$ cat src/rtl/bram_window_sched_pkg.sv
// Shared state encoding and 3x3 tap geometry for the BRAM window scheduler.
package bram_window_pkg;

    typedef enum logic [2:0] {
        IDLE,
        LOAD,
        RUN,
        HOLD,
        DRAIN,
        DONE
    } state_t;

    localparam int TAP_N = 9;
    localparam int TAP_W = 4;
    localparam logic [TAP_W-1:0] TAP_LAST = TAP_W'(TAP_N - 1);

    // Row offset of tap k inside the window (k / 3).
    function automatic logic [1:0] tap_row_off(input logic [TAP_W-1:0] k);
        logic [1:0] off;
        case (k)
            4'd0, 4'd1, 4'd2: off = 2'd0;
            4'd3, 4'd4, 4'd5: off = 2'd1;
            default:          off = 2'd2;
        endcase
        return off;
    endfunction

    // Column offset of tap k inside the window (k % 3).
    function automatic logic [1:0] tap_col_off(input logic [TAP_W-1:0] k);
        logic [1:0] off;
        case (k)
            4'd0, 4'd3, 4'd6: off = 2'd0;
            4'd1, 4'd4, 4'd7: off = 2'd1;
            default:          off = 2'd2;
        endcase
        return off;
    endfunction

endpackage

$ cat src/rtl/bram_window_sched_if.sv
// Pixel-source, BRAM port and tap/window signals of the window scheduler.
interface bram_window_sched_if #(
    parameter int AW = 16
);
    logic          go;
    logic          src_valid;
    logic          src_ready;
    logic          ena;
    logic          wea;
    logic [AW-1:0] addra;
    logic          enb;
    logic [AW-1:0] addrb;
    logic          tap_vld;
    logic [3:0]    tap_idx;
    logic          win_valid;
    logic [AW-1:0] win_row;
    logic [AW-1:0] win_col;
    logic          dst_ready;
    logic          busy;
    logic          complete;

    // Scheduler side.
    modport master (
        input  go, src_valid, dst_ready,
        output src_ready, ena, wea, addra, enb, addrb,
               tap_vld, tap_idx, win_valid, win_row, win_col, busy, complete
    );

    // Environment side: pixel source, datapath and sequencer.
    modport slave (
        output go, src_valid, dst_ready,
        input  src_ready, ena, wea, addra, enb, addrb,
               tap_vld, tap_idx, win_valid, win_row, win_col, busy, complete
    );
endinterface

$ cat src/rtl/bram_window_sched_addr_gen.sv
// Walks the interior window centres and produces the port-B read address of each tap.
module window_addr_gen
    import bram_window_pkg::*;
#(
    parameter int IMG_W = 256,
    parameter int IMG_H = 256,
    parameter int AW    = $clog2(IMG_W * IMG_H)
) (
    input  logic             CLK,
    input  logic             RESET,
    input  logic             step,
    output logic [AW-1:0]    addr,
    output logic [AW-1:0]    row,
    output logic [AW-1:0]    col,
    output logic [TAP_W-1:0] tap,
    output logic             first_tap,
    output logic             win_end,
    output logic             frame_end
);

    localparam logic [AW-1:0] ONE      = AW'(1);
    localparam logic [AW-1:0] W_A      = AW'(IMG_W);
    localparam logic [AW-1:0] W2_A     = AW'(2 * IMG_W);
    localparam logic [AW-1:0] COL_LAST = AW'(IMG_W - 2);
    localparam logic [AW-1:0] ROW_LAST = AW'(IMG_H - 2);

    // Address of the window's top row, (row-1)*IMG_W, kept as a running sum.
    logic [AW-1:0] top_base;
    logic [AW-1:0] row_off;

    always_comb begin
        // NOTE: default first so every path assigns row_off and no latch is inferred.
        row_off = '0;
        case (tap_row_off(tap))
            2'd1:    row_off = W_A;
            2'd2:    row_off = W2_A;
            default: row_off = '0;
        endcase
        addr = top_base + row_off + col - ONE + AW'(tap_col_off(tap));
    end

    assign first_tap = (tap == '0);
    assign win_end   = (tap == TAP_LAST);
    assign frame_end = win_end && (row == ROW_LAST) && (col == COL_LAST);

    always_ff @(posedge CLK or negedge RESET) begin
        // NOTE: non-blocking assignments so every register samples pre-edge values.
        if (!RESET) begin
            tap      <= '0;
            row      <= ONE;
            col      <= ONE;
            top_base <= '0;
        end else if (step) begin
            if (win_end) begin
                tap <= '0;
                if (frame_end) begin
                    row      <= ONE;
                    col      <= ONE;
                    top_base <= '0;
                end else if (col == COL_LAST) begin
                    col      <= ONE;
                    row      <= row + ONE;
                    top_base <= top_base + W_A;
                end else begin
                    col <= col + ONE;
                end
            end else begin
                tap <= tap + TAP_W'(1);
            end
        end
    end

endmodule

$ cat src/rtl/bram_window_sched.sv
// Frame-buffer BRAM sequencer: loads one frame on port A, then reads every 3x3 interior window on port B.
module bram_window_sched
    import bram_window_pkg::*;
#(
    parameter int IMG_W = 256,
    parameter int IMG_H = 256,
    parameter int AW    = $clog2(IMG_W * IMG_H)
) (
    input  logic                   CLK,
    input  logic                   RESET,
    bram_window_sched_if.master    bus
);

    localparam logic [AW-1:0] LAST_PIX = AW'(IMG_W * IMG_H - 1);

    state_t           state, state_nxt;
    logic [AW-1:0]    addra_q;
    logic [AW-1:0]    gen_addr, gen_row, gen_col;
    logic [TAP_W-1:0] gen_tap;
    logic             first_tap, win_end, frame_end;
    logic             wr_en, rd_en, src_ready_c, busy_c, complete_c;

    logic             tap_vld_q;
    logic [TAP_W-1:0] tap_idx_q;
    logic [AW-1:0]    win_row_q, win_col_q;

    window_addr_gen #(
        .IMG_W (IMG_W),
        .IMG_H (IMG_H),
        .AW    (AW)
    ) u_addr_gen (
        .CLK       (CLK),
        .RESET     (RESET),
        .step      (rd_en),
        .addr      (gen_addr),
        .row       (gen_row),
        .col       (gen_col),
        .tap       (gen_tap),
        .first_tap (first_tap),
        .win_end   (win_end),
        .frame_end (frame_end)
    );

    always_ff @(posedge CLK or negedge RESET) begin
        if (!RESET) state <= IDLE;
        else        state <= state_nxt;
    end

    // dst_ready is only consulted while the next read would be tap 0.
    always_comb begin
        state_nxt = state;
        unique case (state)
            IDLE:      if (bus.go) state_nxt = LOAD;
            LOAD:      if (wr_en && addra_q == LAST_PIX) state_nxt = RUN;
            RUN, HOLD: begin
                if (first_tap && !bus.dst_ready) state_nxt = HOLD;
                else if (frame_end)              state_nxt = DRAIN;
                else                             state_nxt = RUN;
            end
            DRAIN:     state_nxt = DONE;
            DONE:      state_nxt = IDLE;
            default:   state_nxt = IDLE;
        endcase
    end

    always_comb begin
        src_ready_c = (state == LOAD);
        wr_en       = src_ready_c && bus.src_valid;
        rd_en       = (state == RUN || state == HOLD) && (!first_tap || bus.dst_ready);
        busy_c      = (state != IDLE);
        complete_c  = (state == DONE);
    end

    always_ff @(posedge CLK or negedge RESET) begin
        if (!RESET)      addra_q <= '0;
        else if (wr_en)  addra_q <= (addra_q == LAST_PIX) ? '0 : addra_q + AW'(1);
    end

    // Tap tag and window centre travel one cycle behind the read to meet doutb.
    always_ff @(posedge CLK or negedge RESET) begin
        if (!RESET) begin
            tap_vld_q <= 1'b0;
            tap_idx_q <= '0;
            win_row_q <= '0;
            win_col_q <= '0;
        end else begin
            tap_vld_q <= rd_en;
            tap_idx_q <= rd_en ? gen_tap : '0;
            if (rd_en) begin
                win_row_q <= gen_row;
                win_col_q <= gen_col;
            end
        end
    end

    assign bus.src_ready = src_ready_c;
    assign bus.ena       = wr_en;
    assign bus.wea       = wr_en;
    assign bus.addra     = addra_q;
    assign bus.enb       = rd_en;
    assign bus.addrb     = gen_addr;
    assign bus.tap_vld   = tap_vld_q;
    assign bus.tap_idx   = tap_idx_q;
    assign bus.win_valid = tap_vld_q && (tap_idx_q == TAP_LAST);
    assign bus.win_row   = win_row_q;
    assign bus.win_col   = win_col_q;
    assign bus.busy      = busy_c;
    assign bus.complete  = complete_c;

endmodule

$ cat src/flat_wrapper.sv
// flat-port wrapper written by rule: the top's interface ports become plain ports
module bram_window_sched_flat import bram_window_pkg::*;
#(
    parameter int IMG_W = 256,
    parameter int IMG_H = 256,
    parameter int AW    = $clog2(IMG_W * IMG_H)
)
  (CLK, RESET, bus_go, bus_src_valid, bus_dst_ready, bus_src_ready, bus_ena, bus_wea, bus_addra, bus_enb, bus_addrb, bus_tap_vld, bus_tap_idx, bus_win_valid, bus_win_row, bus_win_col, bus_busy, bus_complete);
  bram_window_sched_if #(.AW(AW)) bus_i ();
  input  logic CLK;
  input  logic RESET;
  input wire logic [$bits(bus_i.go)-1:0] bus_go;
  input wire logic [$bits(bus_i.src_valid)-1:0] bus_src_valid;
  input wire logic [$bits(bus_i.dst_ready)-1:0] bus_dst_ready;
  output wire logic [$bits(bus_i.src_ready)-1:0] bus_src_ready;
  output wire logic [$bits(bus_i.ena)-1:0] bus_ena;
  output wire logic [$bits(bus_i.wea)-1:0] bus_wea;
  output wire logic [$bits(bus_i.addra)-1:0] bus_addra;
  output wire logic [$bits(bus_i.enb)-1:0] bus_enb;
  output wire logic [$bits(bus_i.addrb)-1:0] bus_addrb;
  output wire logic [$bits(bus_i.tap_vld)-1:0] bus_tap_vld;
  output wire logic [$bits(bus_i.tap_idx)-1:0] bus_tap_idx;
  output wire logic [$bits(bus_i.win_valid)-1:0] bus_win_valid;
  output wire logic [$bits(bus_i.win_row)-1:0] bus_win_row;
  output wire logic [$bits(bus_i.win_col)-1:0] bus_win_col;
  output wire logic [$bits(bus_i.busy)-1:0] bus_busy;
  output wire logic [$bits(bus_i.complete)-1:0] bus_complete;
  assign bus_i.go = bus_go;
  assign bus_i.src_valid = bus_src_valid;
  assign bus_i.dst_ready = bus_dst_ready;
  assign bus_src_ready = bus_i.src_ready;
  assign bus_ena = bus_i.ena;
  assign bus_wea = bus_i.wea;
  assign bus_addra = bus_i.addra;
  assign bus_enb = bus_i.enb;
  assign bus_addrb = bus_i.addrb;
  assign bus_tap_vld = bus_i.tap_vld;
  assign bus_tap_idx = bus_i.tap_idx;
  assign bus_win_valid = bus_i.win_valid;
  assign bus_win_row = bus_i.win_row;
  assign bus_win_col = bus_i.win_col;
  assign bus_busy = bus_i.busy;
  assign bus_complete = bus_i.complete;
  bram_window_sched #(.IMG_W(IMG_W), .IMG_H(IMG_H), .AW(AW)) u_core (.CLK(CLK), .RESET(RESET), .bus(bus_i));
endmodule
$ cat config.mk
export PLATFORM = sky130hd
export DESIGN_NAME = bram_window_sched_flat
export DESIGN_NICKNAME = d
export VERILOG_FILES = /design/src/rtl/bram_window_sched_pkg.sv /design/src/rtl/bram_window_sched_if.sv /design/src/rtl/bram_window_sched_addr_gen.sv /design/src/rtl/bram_window_sched.sv /design/src/flat_wrapper.sv
export SDC_FILE = /design/constraint.sdc
export NUM_CORES = 1
export LEC_CHECK = 0
export BUFFER_PORTS_ARGS = -buffer_cell sky130_fd_sc_hd__buf_2
export CAP_MARGIN = 40
export CORE_MARGIN = 10
export CORE_UTILIZATION = 30
export DETAILED_ROUTE_END_ITERATION = 10
export PLACE_DENSITY = 0.59
export REMOVE_ABC_BUFFERS = 1
export SYNTH_ARGS = -nofsm -noshare
export SYNTH_HDL_FRONTEND = slang
export SYNTH_HIERARCHICAL = 1
export SYNTH_SLANG_ARGS = --single-unit
$ cat constraint.sdc
create_clock -name CLK -period 3.8 [get_ports CLK]
set_input_delay 0.76 -clock CLK [delete_from_list [all_inputs] [get_ports CLK]]
set_output_delay 0.76 -clock CLK [all_outputs]
set_load 0.05 [all_outputs]
==> results.cfg <==
[timing]
rsz0062_at_grt = true
fmax_mhz = 236
tns_ns = -2.93
skew_ns = 0.0110
slew_violations = 0
fin_crit_sh_pct = 112
layout_min_cycle_time_ns = 4.24
maxSlewHeadroom_pct = 49.6
hold_viol_final = 0
final.setup.worst_slack_ns = -0.440
tightest_slew_ns = 0.755
setup_viol = 11

[detailed_routing]
drt-pass1-iter-count = 4
vias = 4718
wl_um = 14800
drc_errors = 0
routedWlPerCell_um = 14.6
viasPerCell = 4.65
drt_iter0_drc = 259
final_antenna_net_count = 0

[floorplanning]
die_y_um = 160
io_pins = 81
start_util_pct = 30.5
coreArea_um2 = 19400
row_count = 51
dieWidth_um = 160
die-area_um2 = 25700

[power]
p_total_mw = 2.30
p_sw_mw = 0.635
total_leakage_power_nw = 3.70
intPower_mw = 1.66
pwr-share-comb_pct = 9.2
power_frac_clock_pct = 41.7
swShare_pct = 27.7
ir_drop_mv = 0.178
cellPowerDensity_nw_per_um2 = 311
seqPwrFrac_pct = 49.1

[clock_tree]
cts_max_path_buffers = 2
cts_tree = built
cts_max_level = 3
worstSkewPairLatency_ns = 0.36
clock_tree.root_cell = clkbuf_16
clk_pin_slew_worst_paths_ns = 0.07
cts_sinks = 100
cts_made_buffers = 9

[grt]
grt_pass1_wl_um = 24500
grt_pass1_vias = 4676
grt_use_total_pct = 11.6
grt_remaining_overflow = 0
grt_max_degree = 55
antenna_found_initial = 0

[yosys]
avgSynthCellArea_um2 = 9.25
synth_cells = 639
syn-cell-area_um2 = 5910
synth_warnings = 6

[worst_setup_path]
cp.required_ns = 3.04
criticalPathCategory = reg -> out
critical_path_buf_inv_count = 5
cp-end-kind = output port
cp.arrival_ns = 3.48
cp_top_family = adder cells
setup.worst_path.start_class = flip-flop
slowest_delay_ns = 0.48
path_cells = inv_4, ha_4, mux2i_2, a21oi_2, fa_1, inv_1, ha_2, inv_2, fa_2, nor2b_2, o31a_1, buf_6, o211ai_1, o211ai_1, xnor2_1, buf_4
critical_path_peak_fanout = 4
slowest_stage = fa_1
crit_top_cell = o211ai_1

[layout]
diodes = 0
fin_cells = 1014
fin_nets = 802
drive_above_1_share_pct = 24.3
syn_to_final_growth_pct = 25.1
fin_area_um2 = 7390

[place]
dp.cells = 993
dpl_cell_area_um2 = 6770
gp_congestion = 0.876
portBuffers = 80
hpwl_um = 11000

[run_status]
failed_checks = setup timing
run_status = complete, but fails checks

[min_path]
min_path_type = in -> async

[job]
drv_cap = 0
==> worst paths after layout <==
kind                                          startpoint                   endpoint  slack [ns]  cells past startpoint
worst max register to register  u_core/u_addr_gen/tap[0]  u_core/u_addr_gen/row[14]        0.81                     11
max in group asynchronous                          RESET      u_core/bus.win_row[6]        2.81                      3
worst min-delay path                               RESET        u_core/bus.addra[8]        0.24                      1
worst min register to register     u_core/bus.win_col[2]      u_core/bus.win_col[2]        0.47                      2
min in group CLK                   u_core/bus.win_col[2]      u_core/bus.win_col[2]        0.47                      2
worst max-delay path            u_core/u_addr_gen/tap[1]              bus_addrb[15]       -0.44                     16
==> power by group through the flow <==
stage / clock network (mW) / logic [mW] / registers [mW]
3_3_place_gp: 0 / 0.210 / 1.15
5_1_grt: 1.04 / 0.229 / 1.13
6_report: 0.958 / 0.211 / 1.13
2_1_floorplan: 0 / 0.0518 / 1.23
3_5_place_dp: 0 / 0.214 / 1.15
4_1_cts: 0.994 / 0.215 / 1.13
==> repair_timing <==
item	4_1_cts	5_1_grt
pin swaps	21	17
hold buffers	0	0
gates resized for setup	45	25
setup endpoints to repair	13	13
buffers inserted	3	4
==> layout by cell type, fill, tap and decap left out, drive strengths merged, types with 24 or more instances in the layout <==
master / n
a21oi: 24
buf: 111
dfrtp: 98
ha: 49
inv: 54
nand2: 141
nor2: 31
o21ai: 25
xnor2: 34
==> area by class of cell <==
type                    count  area [um^2]
clock buffers               9          225
clock inverters             7         85.1
fillers                  2002        12000
inverters                  52          198
multi-input cells         470         3320
flip-flops and latches    100         2510
well taps                 265          332
repair buffers            111          721
==> sequential cells by signal, summed over array words and instances (netlist names) <==
name                        flops
u_core/bus.addra               16
u_core/u_addr_gen/row          16
u_core/u_addr_gen/col          16
u_core/bus.win_col             16
u_core/bus.tap_idx              4
u_core/bus.win_row             16
u_core/state                    3
u_core/u_addr_gen/tap           4
u_core/u_addr_gen/top_base      8
u_core/bus.tap_vld              1
==> routing by layer <==
metal	track usage, %	share of wire (%)	vias up
met4	3.51	1.4	0
met5	0	0	-
met2	17.8	46	90
met3	2.71	3.7	13
li1	-	-	2376
met1	15.8	49	2239
==> stage by stage <==
stage          worst slack (ns)  hold slack, ns  utilization (%)
2_1_floorplan            -0.458           0.462                -
6_report                 -0.440           0.242             38.1
4_1_cts                  -0.512           0.229             37.3
3_3_place_gp             -0.159           0.455             34.7
3_5_place_dp             -0.254           0.458             34.9
5_1_grt                  -0.601           0.236             38.1
Power figures use the tool's default switching activity.
